File: config.mk
export PLATFORM = sky130hd
export DESIGN_NAME = mvu_jobctl
export DESIGN_NICKNAME = d
export VERILOG_FILES = /design/src/rtl/mvu_jobctl.sv
export SDC_FILE = /design/constraint.sdc
export NUM_CORES = 1
export LEC_CHECK = 0
export ABC_CLOCK_PERIOD_IN_PS = 8100
export CAP_MARGIN = 0
export CORE_MARGIN = 2
export CORE_UTILIZATION = 30
export CTS_BUF_LIST = sky130_fd_sc_hd__clkbuf_4 sky130_fd_sc_hd__clkbuf_8
export DETAILED_ROUTE_END_ITERATION = 10
export HOLD_SLACK_MARGIN = 0.1
export PLACE_DENSITY = 0.57
export SYNTH_ARGS = -nofsm -noshare
export SYNTH_HDL_FRONTEND = slang
export SYNTH_SLANG_ARGS = --single-unit
File: constraint.sdc
create_clock -name clk -period 8.1 [get_ports clk]
set_clock_uncertainty 0.1 [all_clocks]
set_input_delay 1.62 -clock clk [delete_from_list [all_inputs] [get_ports clk]]
set_output_delay 1.62 -clock clk [all_outputs]
set_load 0.02 [all_outputs]
File: src/rtl/mvu_jobctl.sv
// MVU job controller: descriptor FIFO feeding a launch/complete FSM that drives MVU config.
// Optional watchdog enabled by defining MVU_JOBCTL_TIMEOUT_EN (limit set by TMO).
module mvu_jobctl #(
   parameter int DEPTH = 4,
   parameter int BTAG  = 4,
   parameter int TMO   = 4096
) (
   input  logic            clk,
   input  logic            rst_n,
   input  logic            job_valid,
   output logic            job_ready,
   input  logic [BTAG+85:0] job_desc,
   output logic            start,
   input  logic            irq,
   output logic [28:0]     countdown,
   output logic [5:0]      wprecision,
   output logic [5:0]      iprecision,
   output logic [5:0]      oprecision,
   output logic [8:0]      wbaseaddr,
   output logic [14:0]     ibaseaddr,
   output logic [14:0]     obaseaddr,
   output logic            cmpl_valid,
   input  logic            cmpl_ready,
   output logic [BTAG-1:0] cmpl_tag,
   output logic            cmpl_err,
   output logic            busy
);

   localparam int BJOB = BTAG + 86;
   localparam int PW   = $clog2(DEPTH);
   localparam int CW   = $clog2(DEPTH + 1);

   typedef enum logic [2:0] {S_IDLE, S_LOAD, S_START, S_BUSY, S_CMPL} state_e;

   state_e          state_q, state_d;
   logic [BJOB-1:0] mem_q [DEPTH];
   logic [PW-1:0]   wptr_q, wptr_d, rptr_q, rptr_d;
   logic [CW-1:0]   cnt_q, cnt_d;
   logic [85:0]     cfg_q, cfg_d;
   logic [BTAG-1:0] tag_q, tag_d;
   logic            full, empty, push, pop, tmo_hit;

   // ---------------- job FIFO ----------------
   assign full      = (cnt_q == CW'(DEPTH));
   assign empty     = (cnt_q == '0);
   assign job_ready = !full;
   assign push      = job_valid && !full;

   always_ff @(posedge clk) begin
      if (push) mem_q[wptr_q] <= job_desc;
   end

   // DEPTH is a power of two, so the pointers wrap naturally
   always_comb begin
      wptr_d = push ? wptr_q + PW'(1) : wptr_q;
      rptr_d = pop  ? rptr_q + PW'(1) : rptr_q;
      cnt_d  = cnt_q;
      if (push && !pop)      cnt_d = cnt_q + CW'(1);
      else if (!push && pop) cnt_d = cnt_q - CW'(1);
   end

   always_ff @(posedge clk or negedge rst_n) begin
      if (!rst_n) begin
         wptr_q <= '0;
         rptr_q <= '0;
         cnt_q  <= '0;
      end else begin
         wptr_q <= wptr_d;
         rptr_q <= rptr_d;
         cnt_q  <= cnt_d;
      end
   end

   // ---------------- config / tag registers ----------------
   always_comb begin
      cfg_d = cfg_q;
      tag_d = tag_q;
      if (pop) begin
         cfg_d = mem_q[rptr_q][85:0];
         tag_d = mem_q[rptr_q][BJOB-1:86];
      end
   end

   always_ff @(posedge clk or negedge rst_n) begin
      if (!rst_n) begin
         cfg_q <= '0;
         tag_q <= '0;
      end else begin
         cfg_q <= cfg_d;
         tag_q <= tag_d;
      end
   end

   assign {countdown, wprecision, iprecision, oprecision,
           wbaseaddr, ibaseaddr, obaseaddr} = cfg_q;
   assign cmpl_tag = tag_q;

   // ---------------- watchdog ----------------
`ifdef MVU_JOBCTL_TIMEOUT_EN
   localparam int TW = $clog2(TMO + 1);
   logic [TW-1:0] tmo_q;
   logic          err_q;

   // counter sits at 0 outside BUSY, so it restarts on every BUSY entry
   assign tmo_hit = (state_q == S_BUSY) && (tmo_q == TW'(TMO - 1));

   always_ff @(posedge clk or negedge rst_n) begin
      if (!rst_n) begin
         tmo_q <= '0;
         err_q <= 1'b0;
      end else begin
         tmo_q <= (state_q == S_BUSY) ? tmo_q + TW'(1) : '0;
         if (state_q == S_BUSY && state_d == S_CMPL) err_q <= !irq;
      end
   end

   assign cmpl_err = err_q;
`else
   logic unused_tmo;
   assign unused_tmo = ^TMO;   // limit only matters when the watchdog is compiled in
   assign tmo_hit    = 1'b0;
   assign cmpl_err   = 1'b0;
`endif

   // ---------------- FSM ----------------
   always_ff @(posedge clk or negedge rst_n) begin
      if (!rst_n) state_q <= S_IDLE;
      else        state_q <= state_d;
   end

   always_comb begin
      state_d = state_q;
      unique case (state_q)
         S_IDLE:  if (!empty) state_d = S_LOAD;
         S_LOAD:  state_d = S_START;
         S_START: state_d = S_BUSY;
         S_BUSY:  if (irq || tmo_hit) state_d = S_CMPL;
         S_CMPL:  if (cmpl_ready) state_d = S_IDLE;
         default: state_d = S_IDLE;
      endcase
   end

   always_comb begin
      pop        = (state_q == S_IDLE) && !empty;
      start      = (state_q == S_START);
      cmpl_valid = (state_q == S_CMPL);
      busy       = (state_q != S_IDLE) || !empty;
   end

endmodule

# [Word-level counts from Yosys, hierarchy flattened]
# Memory sizes are Yosys's and may differ from the RTL's. A register that Yosys moved wholly into a read port is not among the register bits.
# Index checks and enable logic that the tools add are counted.
[word_totals] memories=1 in_bits=95 reg_bits=10 mem_bits_rw=360
[memory_table] name="mem_q" depth=4 width=90 rd=1 rd_ports_with_merged_regs=1 write_ports=1 line_no="36" rtl="logic [BJOB-1:0] mem_q [DEPTH];"
[classes] mux=8 n_reduce_logical=15 n_eq_ne=8 n_addsub=4
[op_table] op="3-bit 2-to-1 mux" n=5
[op_table] op="3-bit one-hot mux with 5 select lines" n=1
[op_table] op="3-bit by 2-bit equality test with 1-bit output, second input constant" n=2
[op_table] op="3-bit equality test, second input constant" n=2
[op_table] op="3-bit zero test" n=2
[op_table] op="1-bit zero test" n=5
[op_table] op="2-bit by 1-bit adder with 2-bit output, second input constant" n=2
[op_table] op="1-bit logical AND" n=4
[op_table] op="2-bit inequality test, second input constant" n=2
[op_table] op="3-bit by 1-bit adder with 3-bit output, second input constant" n=1
[op_table] op="3-bit by 1-bit equality test with 1-bit output, second input constant" n=1
[op_table] op="3-bit AND reduction" n=1
[op_table] op="3-bit nonzero test" n=1
[op_table] op="3-bit by 1-bit subtractor with 3-bit output, second input constant" n=1
[op_table] op="1-bit 2-to-1 mux" n=2
[op_table] op="2-bit by 1-bit inequality test with 1-bit output, second input constant" n=1
[op_table] op="2-bit nonzero test" n=1
[op_table] op="1-bit logical OR" n=1

# [Logic depth before layout (Yosys ltp)]
# Gate-level depths: netlist of the first run.
[depth] depth_word=7 mapped_depth=10 depth_no_buf=8

# [Worst setup path before layout of the first run]
# Ideal clock, no wire load.
[synth_timing] kind="input to register" startpoint="in job_valid" endpoint="mem mem_q[0][0] in the netlist's numbering, enable pin" arrival_ns=4.129 path_buffers=0 t_required_ns=7.541 slack_ns=3.412 cell_stages=2 path_cell_list="a21boi_1 > and2_1"
[synth_via] elab_chain_cells=3
[synth_rtl] item="from (decl)" line_no="10" rtl="input logic job_valid,"
[synth_rtl] item="1-bit logical AND" line_no="47" rtl="assign push = job_valid && !full;"
[synth_rtl] item="1-bit 2-to-1 mux" line_no="50" rtl="if (push) mem_q[wptr_q] <= job_desc;"
[synth_rtl] item="1-bit 2-to-1 mux (not written as such)" line_no="50"
[synth_rtl] item="to (decl)" line_no="36"
# No other way between the ends.

# [Final worst setup path of the first run]
[layout_timing] startpoint="in job_valid" endpoint="mem mem_q[3][32] in the netlist's numbering, enable pin"
[layout_via] elab_chain_cells=3
[layout_rtl] item="1-bit logical AND" line_no="47"
[layout_rtl] item="net push" line_no="41" rtl="logic full, empty, push, pop, tmo_hit;"
[layout_rtl] item="1-bit 2-to-1 mux" line_no="50"
[layout_rtl] item="1-bit 2-to-1 mux (not written as such)" line_no="50"
# The timed path passes the listed nets, and every way through them passes these cells.

==> results by stage, run 1 <==
Run status:
- The flow ran to the end, and the final reports show no timing, DRC or antenna violations.

Synth:
- The mean cell area of the mapped netlist is ~24 sq um.
- Synthesis inferred 460 register bits.
- For this run, the register share of the synthesized area comes to around 78%.
- The number of nets produced by synthesis is between 800 and 900.
- The cell count after synthesis came out at between 700 and 800.
- The unique cell type count in the Yosys netlist is 29.
- The async set-reset flop share out of synthesis is a little over a fifth.
- The number of enable-type register cells in the synthesized netlist is 360.
- The predominant post-synthesis flop cell is sky130_fd_sc_hd__edfxtp_1.
- Summing every instance area after synthesis gives roughly 0.017 sq mm.
- The total of warnings raised by yosys is 0.

Clock tree:
- The clock tree from TritonCTS is built.
- The H-tree was split into 3 levels.
- For this design, the CTS-stage hold fixing added 0 buffers.
- The post-CTS clock slew at the launch and capture registers of the worst setup and hold paths is 0.06 ns.
- The tree is rooted in a sky130_fd_sc_hd__clkbuf_8.
- TritonCTS created between 80 and 90 clock buffers.
- The number of gates resized after CTS was 0.
- The number of clock sinks is 460.
- The buffer count from post-CTS setup fixing is 0.
- Clock latency on the worst-skew pair, taken at its later pin, is between 0.6 and 0.7 ns.
- The longest clock path from root to sink contains 3 buffers.

Place:
- Prior to clock tree synthesis, the placed netlist has a worst setup slack of ~3.4 ns.
- At the end of routability-driven placement, the weighted congestion stood at slightly below 0.7.
- Input and output buffers added on the ports amount to between 150 and 200.
- The placed wire-length estimate is slightly above 20 mm.

Power and ir drop:
- VDD sags by at most about 0.21 mV.
- The areal power density over the cells is between 300 and 400 mW/mm^2.
- The leakage power summed over all cells is 7.38 nW.

Route:
- The wire length after detailed routing is ~36 mm.
- The routed layout has a little under 8,000 vias.
- Using the TritonRoute via totals, the vias-per-cell ratio works out to between 4 and 5.
- After the first detailed-routing iteration, the DRC count stood at 400.
- The remaining antenna violation count is 0.
- After detailed routing, the average wire length per cell comes to between 15 and 20 um.
- The remaining design rule violation count is 0.
- Before antenna repair, the detailed router went through 4 iterations.

Worst setup path:
- By startpoint and endpoint, the worst setup path is classified as in -> reg.
- The reg-to-reg setup timing slack is between 5 and 6 ns.
- Among all stages on the critical path, the largest delay is contributed by sky130_fd_sc_hd__buf_4.
- Together, buffers and inverters on the worst path number 2.
- The worst setup path is captured at a flip-flop.
- The largest single stage delay on the critical path is ~0.75 ns.
- In this design, the largest share of critical-path delay is due to buffers and inverters.
- The critical path goes through clkdlybuf4s50_1 -> a21boi_1 -> and2_4 -> buf_4.
- STA puts the critical path data arrival time at 4.11 ns.
- STA classifies the critical path startpoint as an input pin.
- The worst-path maximum fanout is 50.
- STA puts the critical path data required time at between 8 and 9 ns.

STA:
- The number of slew-limit violations in the final report is 0.
- After layout, the minimum clock period comes to ~4.0 ns.
- The setup TNS is 0 ns.
- Setup repair after global routing left no endpoint under its margin.
- The final number of hold-violating endpoints was 0.
- Once routing completed, OpenROAD measured the worst setup slack at around 4.1 ns.
- The slew at the pin with the worst max-slew slack is between 0.8 and 0.9 ns.
- In this run the tightest slew margin relative to its limit is between 40% and 50%.
- Static timing analysis puts the maximum clock frequency at roughly 250 MHz.
- Setup violations remaining at the end of the flow were counted as 0.
- The final critical path takes up 48.8% of the cycle.

Floorplan:
- The initial core utilization is between 30% and 40%.
- The floorplan step set the die height to between 200 and 250 um.
- Row generation in the floorplan step produced 87 rows.
- The die covers just under 0.06 sq mm.
- The number of ports placed on the die boundary is between 150 and 200.
- Measured along the x axis, the die boundary spans 242 um.
- The placeable core region is 0.0562 sq mm.

Global route:
- The combined global-route utilization of all metal layers is between 10% and 20%.
- The via count of the first global-routing pass is 8,608.
- The pin count of the biggest net entering global routing is between 50 and 60.
- The overall overflow remaining after global route is 0.
- The initial antenna violation count is 3.
- The first global-routing pass estimated 54.0 mm of wire.

Job:
- The number of violations of the max-capacitance limit is 0.

Worst hold path:
- The worst hold path class is reg -> reg.

Final layout:
- The final net count is about 1,100.
- The post-route netlist has ~33% of its cells at a drive strength greater than 1.
- The diode insertion count for antenna repair is 0.
- The area growth from synthesis to layout is 25.9%.
## worst register-to-register path: stages, from the launching register on
cell,delay [ns]
sky130_fd_sc_hd__dfrtp_1,0.42
sky130_fd_sc_hd__nor2_1,0.08
sky130_fd_sc_hd__a21boi_1,0.50
sky130_fd_sc_hd__and2_4,0.68
sky130_fd_sc_hd__buf_4,0.81
## synthesized netlist by cell type, drive strengths merged (2+ instances only)
cell / n / area share, %
and2: 4 / 0.15
buf: 25 / 1.4
clkbuf: 6 / 0.13
dfrtp: 100 / 15
edfxtp: 360 / 64
ha: 5 / 0.37
inv: 4 / 0.088
mux2: 92 / 6.5
mux4: 90 / 12
nand2: 4 / 0.088
nand2b: 3 / 0.11
nor2: 4 / 0.088
nor3: 2 / 0.088
xnor2: 4 / 0.21
xor2: 2 / 0.10
## kinds of logic after synthesis
group / count (synthesis) / share of synthesized area [%]
AOI/OAI and AO/OA: 4 / 0.155
adders and majority gates: 6 / 0.486
and+or+nand+nor: 20 / 0.655
muxes: 182 / 18.4
other: 1 / 0.0221
xor gates and xnor gates: 6 / 0.309
DFF: 460 / 78.3
buffers and inverters: 35 / 1.61
## worst paths after layout
kind	cells after the start	end	startpoint
max in group asynchronous	2	rptr_q[1]	rst_n
setup / recovery	4	mem_q[3][32]	job_valid
min in group asynchronous	1	cfg_q[52]	rst_n
hold reg to reg	1	cfg_q[66]	cfg_q[66]
setup reg to reg	4	mem_q[3][32]	cnt_q[0]
hold / removal	1	cfg_q[66]	cfg_q[66]
## through the flow
| stage | hold WS (ns) | instances | utilization, % | area (sq um) | power [W] |
|---|---|---|---|---|---|
| 3_5_place_dp | 0.392 | 1636 | 35.0 | 19700 | 0.00623 |
| 3_3_place_gp | 0.387 | 1636 | 35.0 | 19700 | 0.00618 |
| 4_1_cts | 0.405 | 1787 | 38.1 | 21400 | 0.00853 |
| 2_1_floorplan | 0.369 | 714 | - | 17000 | 0.00524 |
| 6_report | 0.402 | 1787 | 38.1 | 21400 | 0.00833 |
| 5_1_grt | 0.418 | 1787 | 38.1 | 21400 | 0.00880 |
## final cells by class
cell class	instances	area [sq um]
fill	5151	34800
sequential	460	13300
multi-input combinational	219	3420
timing repair buffer	197	1950
clock buffer	118	1470
tap	756	946
clock inverter	33	272
inverter	4	15.0
## per-layer routing
layer  part of all wire, %  GRT usage, %  vias to the layer above  wire, um
li1                      -             -                     3438         -
met1                    43          15.7                     4136     15400
met2                    50          20.3                      184     17700
met3                   4.8          3.92                       62      1700
met4                   1.9          3.90                        6       691
met5                  0.12             0                        -        44
## cells in the final DEF, fill, tap and decap left out, types with 2 or more instances in the layout
cell type                         netlist  routed
sky130_fd_sc_hd__clkinv_1               0      10
sky130_fd_sc_hd__clkbuf_8               0      94
sky130_fd_sc_hd__clkbuf_4               0      24
sky130_fd_sc_hd__mux2_2                74      74
sky130_fd_sc_hd__inv_6                  0       3
sky130_fd_sc_hd__xnor2_1                4       4
sky130_fd_sc_hd__clkinv_2               0      13
sky130_fd_sc_hd__mux2_4                18      18
sky130_fd_sc_hd__inv_1                  4       4
sky130_fd_sc_hd__clkdlybuf4s50_1        0     187
sky130_fd_sc_hd__bufinv_16              0       4
sky130_fd_sc_hd__xor2_1                 2       2
sky130_fd_sc_hd__edfxtp_1             360     360
sky130_fd_sc_hd__nand2b_1               3       3
sky130_fd_sc_hd__clkinvlp_4             0       3
sky130_fd_sc_hd__buf_4                  1      10
sky130_fd_sc_hd__dfrtp_4                0       2
sky130_fd_sc_hd__dfrtp_1              100      98
sky130_fd_sc_hd__and2_4                 0       4
sky130_fd_sc_hd__nand2_1                4       3
sky130_fd_sc_hd__mux4_2                90      90
sky130_fd_sc_hd__ha_1                   5       5
sky130_fd_sc_hd__nor2_1                 4       4
## report_power, final
group	internal, W	switching [W]	total, W	leakage (nW)
Combinational	0.00133	0.00120	0.00253	1.98
Sequential	0.00323	0.000321	0.00355	4.48
Clock	0.00130	0.000949	0.00225	0.923
## state kept, by name (all words and copies together) (netlist names)
signal and flops:
cnt_q 3, state_q 3, mem_q 360, wptr_q 2, cfg_q 86, cmpl_tag 4
rptr_q 2
No activity file was read; power rests on OpenSTA's default activity.
==> run 2, diff against run 1 <==
--- a/config.mk
+++ b/config.mk
@@ -5,7 +5,7 @@
 export SDC_FILE = /design/constraint.sdc
 export NUM_CORES = 1
 export LEC_CHECK = 0
-export ABC_CLOCK_PERIOD_IN_PS = 8100
+export ABC_CLOCK_PERIOD_IN_PS = 4000
 export CAP_MARGIN = 0
 export CORE_MARGIN = 2
 export CORE_UTILIZATION = 30
==> constraint.sdc (replaced) <==
create_clock -name clk -period 4 [get_ports clk]
set_clock_uncertainty 0.1 [all_clocks]
set_input_delay 0.8 -clock clk [delete_from_list [all_inputs] [get_ports clk]]
set_output_delay 0.8 -clock clk [all_outputs]
set_load 0.02 [all_outputs]
==> run 2 against run 1 <==
  * Largest power group unchanged
  * Sequential cell count did not move
  * Critical path depth decreased by 1
  * Final cell count about the same
  * Worst setup slack got worse by 3.2 ns
  * Routed wire length fell by 2.0%
  * Sequential share of layout area is 0.13 points lower
  * Clock-buffer cell count fell by 4
  * Combinational power is 110% higher
==> results by stage, run 2 (synthesis results as in run 1) <==
Run status:
- The flow ran to the end, and the final reports show no timing, DRC or antenna violations.

STA:
- The slew at the pin with the worst max-slew slack is 0.664 ns (-0.210 ns).
- The normalized max-slew margin is 55.7% (+14 points).
- The setup violation total in the final timing report is 0 (unchanged).
- Setup repair after global routing left no endpoint under its margin.
- The worst slack on hold paths is 0.154 ns (-0.247 ns).
- The fmax is ~320 MHz.
- The setup TNS is 0 ns (unchanged).
- The post-route clock period utilization is about 77%.
- The worst path in the final design needs a cycle of a little over 3 ns, including I/O delays and setup.
- The final number of hold-violating endpoints is 0 (unchanged).
- The number of slew-limit violations in the final report is 0 (unchanged).

Floorplan:
- The die area is 0.0586 sq mm (unchanged).
- The width of the die was 242 um (unchanged).
- The initial core utilization is 30.3% (unchanged).
- The cell row count is 87 (unchanged).
- The placeable core region is 0.0562 sq mm (unchanged).
- The die outline height came to 242 um (unchanged).
- The number of ports placed on the die boundary was 190 (unchanged).

Job:
- The number of violations of the max-capacitance limit is 0 (unchanged).

Clock tree:
- The buffer count from post-CTS setup fixing came to 0 (unchanged).
- The number of clock sinks is 460 (unchanged).
- The post-cts repair resize count came to 0 (unchanged).
- The later-pin clock latency in the skew report is 0.64 ns (about the same).
- The post-CTS clock slew at the launch and capture registers of the worst setup and hold paths came to 0.06 ns (about the same).
- The total of hold buffers inserted after clock tree synthesis was 0 (unchanged).
- The number of buffers added by the clock tree synthesis step is 79 (-2.5%).
- The buffer levels on the longest clock path is 3 (unchanged).
- The root buffer cell chosen for the clock tree is sky130_fd_sc_hd__clkbuf_8.
- The level count of the clock H-tree is 3 (unchanged).
- TritonCTS built the clock tree.

Global route:
- The wire length of the first global-routing pass is 53.1 mm (-1.7%).
- The via count of the first global-routing pass is 8,637 (+0.34%).
- The pin count of the biggest net entering global routing came to 101 (+91%).
- The combined global-route utilization of all metal layers is 12.1% (-0.32 points).
- The overall overflow remaining after global route is 0 (unchanged).
- The initial antenna violation count is 5 (+2).

Final layout:
- The relative area change from synthesis to final layout is 26.2%.
- The register with the most flip-flops in the final layout is mem_q.
- The final net count is 1,067 (+0.28%).
- The library cells used most frequently in the layout, excluding fill and tap cells, are 360 x sky130_fd_sc_hd__edfxtp_1, 187 x sky130_fd_sc_hd__clkdlybuf4s50_1, 98 x sky130_fd_sc_hd__dfrtp_1.
- The number of fillers in the final layout is 5,186 (+0.68%).
- The library cell used most frequently in the layout, excluding fill and tap cells, is sky130_fd_sc_hd__edfxtp_1.
- The share of the core filled with cells came to 38.2% (+0.080 points).
- The flip-flop count of the largest register, all copies and words added came to 360 (unchanged).
- The fraction of final layout cells sized beyond drive strength 1 is 32.9% (-0.29 points).

Route:
- The via density per instance was 4.36 (-0.41%).
- The detail-routed net length per standard cell is 19.5 um (-2.1%).
- The via count was 7,798 (-0.36%).
- The remaining antenna violation count is 0 (unchanged).
- The remaining design rule violation count came to 0 (unchanged).
- The number of violations reported at the end of detailed-routing iteration 0 was 417 (+4.3%).
- The number of search-and-repair iterations in the first detailed-routing pass came to 4 (unchanged).
- The wire length after detailed routing came to 34.8 mm (-2.0%).

Worst setup path:
- The critical path is of the reg -> out type.
- The worst path arrival time is 2.20 ns (-1.91 ns).
- The startpoint kind of the worst setup timing path is a flip-flop.
- The worst-path maximum fanout was 4 (-92%).
- The required time of the critical path is 3.10 ns (-5.16 ns).
- STA classifies the critical path endpoint as an output port.

Place:
- The routability congestion estimate is 0.673 (about the same).
- The placed wire-length estimate is 20.2 mm (-1.2%).
- The number of port buffers is 188 (unchanged).

Worst hold path:
- The worst hold path class is in -> async.

Power and ir drop:
- The areal power density over the cells is 780 mW/mm^2 (+100%).
- The maximum VDD drop is 0.402 mV (+95%).
- The leakage power summed over all cells is 7.39 nW (+0.12%).
run 2: changes by cell type in the layout (fill, tap and decap cells not counted), sizes merged:
| cell | before | now |
|---|---|---|
| buf | 10 | 15 |
| clkbuf | 118 | 114 |
| clkinv | 23 | 27 |
| bufinv | 4 | 2 |
| inv | 7 | 5 |
| clkinvlp | 3 | 2 |
| diode | 0 | 1 |
run 2: critical path: stages, from the launching register on:
cell and delay, ns:
sky130_fd_sc_hd__dfrtp_1 0.43, sky130_fd_sc_hd__or3_4 0.42, sky130_fd_sc_hd__nand2b_1 0.17, sky130_fd_sc_hd__clkdlybuf4s50_1 0.55
run 2: final timing paths:
check | startpoint | endpoint | slack [ns] | depth (start not counted)
worst min register to register | cfg_q[3] | cfg_q[3] | 0.40 | 1
worst max register to register | cnt_q[0] | cnt_q[2] | 1.54 | 8
min in group clk | cfg_q[3] | cfg_q[3] | 0.40 | 1
worst max-delay path | cnt_q[0] | busy | 0.90 | 3
worst min-delay path | rst_n | cfg_q[58] | 0.15 | 2
max in group asynchronous | rst_n | rptr_q[0] | 3.12 | 2
run 2: per-stage QoR:
stage               setup slack [ns]  instance area, sq um  power, W  instances
global route                   0.795                 21400    0.0176       1788
finish                         0.903                 21400    0.0167       1788
CTS                            0.812                 21400    0.0171       1787
detailed placement             0.907                 19800    0.0127       1641
floorplan                      0.132                 17000    0.0106        714
global placement               0.851                 19800    0.0126       1641
run 2: power by group:
group / total (W) / switching, W / leakage (nW) / internal, W
clock network: 0.00432 / 0.00187 / 0.876 / 0.00246
registers: 0.00712 / 0.000584 / 4.48 / 0.00654
logic: 0.00527 / 0.00250 / 2.04 / 0.00277
run 2: area by class of cell:
type	instances	area [sq um]	area share (%)
tap	756	946	4.41
sequential	460	13300	62.1
timing repair buffer	202	2080	9.72
antenna	1	2.50	0.0117
inverter	4	15.0	0.0700
clock inverter	32	206	0.963
multi-input combinational	219	3420	16.0
clock buffer	114	1440	6.73
run 2: metal layers:
| layer | track usage, % | wire [um] |
|---|---|---|
| met5 | 0 | 44 |
| met4 | 4.90 | 812 |
| met3 | 3.57 | 1970 |
| met2 | 19.7 | 17100 |
| met1 | 15.0 | 14900 |
==> run 3, diff against run 2 <==
--- a/config.mk
+++ b/config.mk
@@ -5,7 +5,7 @@
 export SDC_FILE = /design/constraint.sdc
 export NUM_CORES = 1
 export LEC_CHECK = 0
-export ABC_CLOCK_PERIOD_IN_PS = 4000
+export ABC_CLOCK_PERIOD_IN_PS = 3000
 export CAP_MARGIN = 0
 export CORE_MARGIN = 2
 export CORE_UTILIZATION = 30
==> constraint.sdc (replaced) <==
create_clock -name clk -period 3 [get_ports clk]
set_clock_uncertainty 0.1 [all_clocks]
set_input_delay 0.6 -clock clk [delete_from_list [all_inputs] [get_ports clk]]
set_output_delay 0.6 -clock clk [all_outputs]
set_load 0.02 [all_outputs]
==> run 3 against run 2 <==
  * Design area increased by 1.5%
  * Worst hold slack improved by 0.25 ns
  * Die area unchanged
  * Routed wire length increased by 3.1%
  * Highest routed layer unchanged
  * Global-route usage increased by 0.46 points
  * Via count increased by 0.88%
  * Largest cell class unchanged
  * Sequential power increased by 34%
  * Clock-buffer cell count increased by 1
  * Utilization increased by 0.58 points
  * Clock power increased by 45%
  * First-iteration DRC count decreased by 14%
==> results by stage, run 3 (synthesis results as in run 1) <==
Run status:
- The flow ran to the end, and the final reports show no timing, DRC or antenna violations.

Final layout:
- The filler-free cell count of the finished design is 1,808 (+1.1%).
- mem_q holds more flip-flops than any other register.
- The flip-flop count of the largest register, all copies and words added is 360 (unchanged).
- The fraction of final layout cells sized beyond drive strength 1 is 33.7% (+0.83 points).
- The final net count is 1,080 (+1.2%).
- The relative area change from synthesis to final layout is 28.1%.
- Leaving out fill and tap cells, the most frequent cells in the layout are 360 x sky130_fd_sc_hd__edfxtp_1, 186 x sky130_fd_sc_hd__clkdlybuf4s50_1, 98 x sky130_fd_sc_hd__dfrtp_1.
- Leaving out fill and tap cells, the most frequent cell in the layout is sky130_fd_sc_hd__edfxtp_1.

Global route:
- The combined global-route utilization of all metal layers came to 12.5% (+0.46 points).
- The pin count of the biggest net entering global routing was 92 (-8.9%).
- The via count of the first global-routing pass is 8,821 (+2.1%).
- The wire length of the first global-routing pass is 55.0 mm (+3.6%).
- The initial antenna violation count is 3 (-2).
- The overall overflow remaining after global route is 0 (unchanged).

Route:
- The remaining antenna violation count is 0 (unchanged).
- The via count was 7,867 (+0.88%).
- The number of search-and-repair iterations in the first detailed-routing pass is 4 (unchanged).
- The number of violations reported at the end of detailed-routing iteration 0 was 359 (-14%).
- The detail-routed net length per standard cell is 19.9 um (+2.0%).
- The via density per instance was 4.35 (-0.23%).
- The wire length after detailed routing is 35.9 mm (+3.1%).
- The remaining design rule violation count was 0 (unchanged).

Power and ir drop:
- The areal power density over the cells was 1060 mW/mm^2 (+35%).
- The share of power burned in combinational logic is 31.1% (-0.4 points).
- The switching share of power was 29.5% (-0.11 points).
- The cell-internal power is 0.0162 W (+38%).
- The switching power is 0.00678 W (+37%).
- The proportion of power drawn by the clock network is 27.3% (+1.4 points).
- The leakage power summed over all cells came to 7.53 nW (+1.9%).
- The sequential group share of total power is 41.6% (-1.0 points).
- The maximum VDD drop was 0.585 mV (+46%).

Floorplan:
- The cell row count is 87 (unchanged).
- The width of the die is 242 um (unchanged).
- The number of ports placed on the die boundary came to 190 (unchanged).
- The initial core utilization is 30.3% (unchanged).
- The placeable core region is 0.0562 sq mm (unchanged).
- The die area is 0.0586 sq mm (unchanged).
- The die outline height was 242 um (unchanged).

Worst setup path:
- The reg-to-reg setup timing slack was 0.80 ns (-0.74 ns).
- The worst path arrival time came to 1.99 ns (-0.21 ns).
- The path type of the worst setup path is reg -> out.
- The depth of the worst register-to-register path is 4 (-4).
- The worst setup path is launched from a flip-flop.
- The worst setup path is captured at an output port.
- The worst-path maximum fanout is 6 (+2).
- The required time of the critical path is 2.30 ns (-0.80 ns).

Place:
- The routability congestion estimate is 0.681 (+1.1%).
- The number of port buffers was 188 (unchanged).
- The placed wire-length estimate is 21.1 mm (+4.7%).
- The total placed cells including tap cells came to 1,649 (+0.49%).

STA:
- Dividing the final minimum period by the clock period gives 89.6%.
- The normalized max-slew margin is 50.7% (-5.0 points).
- The worst path in the final design needs a cycle of around 2.7 ns, including I/O delays and setup.
- The slew at the pin with the worst max-slew slack came to 0.739 ns (+0.0753 ns).
- The setup TNS is 0 ns (unchanged).
- The number of slew-limit violations in the final report was 0 (unchanged).
- Static timing analysis puts the maximum clock frequency at around 370 MHz.
- The setup violation total in the final timing report is 0 (unchanged).
- The final number of hold-violating endpoints is 0 (unchanged).
- Setup repair after global routing left no endpoint under its margin.

Clock tree:
- The number of clock sinks is 460 (unchanged).
- The buffer levels on the longest clock path came to 3 (unchanged).
- The root buffer cell chosen for the clock tree is sky130_fd_sc_hd__clkbuf_8.
- The level count of the clock H-tree is 3 (unchanged).
- TritonCTS built the clock tree.
- The later-pin clock latency in the skew report is 0.65 ns (about the same).
- The number of buffers added by the clock tree synthesis step is 83 (+5.1%).
- The buffer count from post-CTS setup fixing came to 0 (unchanged).
- The post-CTS clock slew at the launch and capture registers of the worst setup and hold paths came to 0.06 ns (about the same).

Worst hold path:
- Counting instances, the worst hold path has a depth of 1.
- The worst hold path class is reg -> reg.

Job:
- The number of violations of the max-capacitance limit was 0 (unchanged).
-- run 3: cell types whose count changed in the layout (fill, tap and decap cells not counted), sizes merged --
| cell | change |
|---|---|
| buf | +8 |
| bufinv | +4 |
| clkbuf | +1 |
| clkdlybuf4s50 | -1 |
| clkinv | +2 |
| clkinvlp | +2 |
| diode | +1 |
| dlygate4sd3 | +1 |
| dlymetal6s2s | +1 |
| inv | +1 |
-- run 3: area by class of cell --
type | count | area [sq um]
Tap cell | 756 | 946
Clock inverter | 41 | 355
Antenna cell | 2 | 5.00
Sequential cell | 460 | 13300
Clock buffer | 115 | 1450
Inverter | 4 | 15.0
Multi-Input combinational cell | 219 | 3420
Timing Repair Buffer | 211 | 2260
Fill cell | 5172 | 34400
-- run 3: critical path, cell delays in order, from the launching register on --
cell	delay (ns)
sky130_fd_sc_hd__dfrtp_1	0.44
sky130_fd_sc_hd__nor2_1	0.16
sky130_fd_sc_hd__nand2_1	0.09
sky130_fd_sc_hd__inv_1	0.06
sky130_fd_sc_hd__clkdlybuf4s50_1	0.59
-- run 3: repair_timing --
item | in CTS | in global routing
hold endpoints to repair | 41 | 0
hold buffers | 1 | 0
resized for setup | 0 | 1
endpoints found under the setup margin | 0 | 1
-- run 3: path summary, 6_finish.rpt --
| path | from | endpoint |
|---|---|---|
| worst max-delay path | state_q[0] | cmpl_valid |
| worst min register to register | cfg_q[4] | cfg_q[4] |
| min in group asynchronous | rst_n | cfg_q[10] |
| max in group asynchronous | rst_n | cfg_q[78] |
| worst min-delay path | cfg_q[4] | cfg_q[4] |
| worst max register to register | cnt_q[1] | cfg_q[79] |
-- run 3: power by group through the flow --
stage / combinational [W] / sequential (W) / clock [W]
after global placement: 0.00732 / 0.00966 / 0
after detailed placement: 0.00734 / 0.00972 / 0
after global routing: 0.00765 / 0.00975 / 0.00680
final: 0.00714 / 0.00955 / 0.00627
after floorplan: 0.00401 / 0.0101 / 0
after CTS: 0.00736 / 0.00961 / 0.00651
-- run 3: stage by stage --
stage / util (%) / hold slack (ns) / worst slack [ns] / cell area (sq um) / total power (W)
5_1_grt: 38.8 / 0.355 / 0.154 / 21800 / 0.0242
3_5_place_dp: 35.5 / 0.391 / 0.388 / 20000 / 0.0171
6_report: 38.8 / 0.403 / 0.313 / 21800 / 0.0230
4_1_cts: 38.7 / 0.353 / 0.00315 / 21800 / 0.0235
2_1_floorplan: - / 0.204 / 0.309 / 17000 / 0.0141
3_3_place_gp: 35.5 / 0.387 / 0.400 / 20000 / 0.0170
-- run 3: layer usage --
layer,vias to the layer above,track usage [%],wire length (um)
met2,203,20.1,17600
met3,69,3.80,1780
met4,4,4.41,721
met5,-,0,23
met1,4110,16.1,15800
li1,3481,-,-
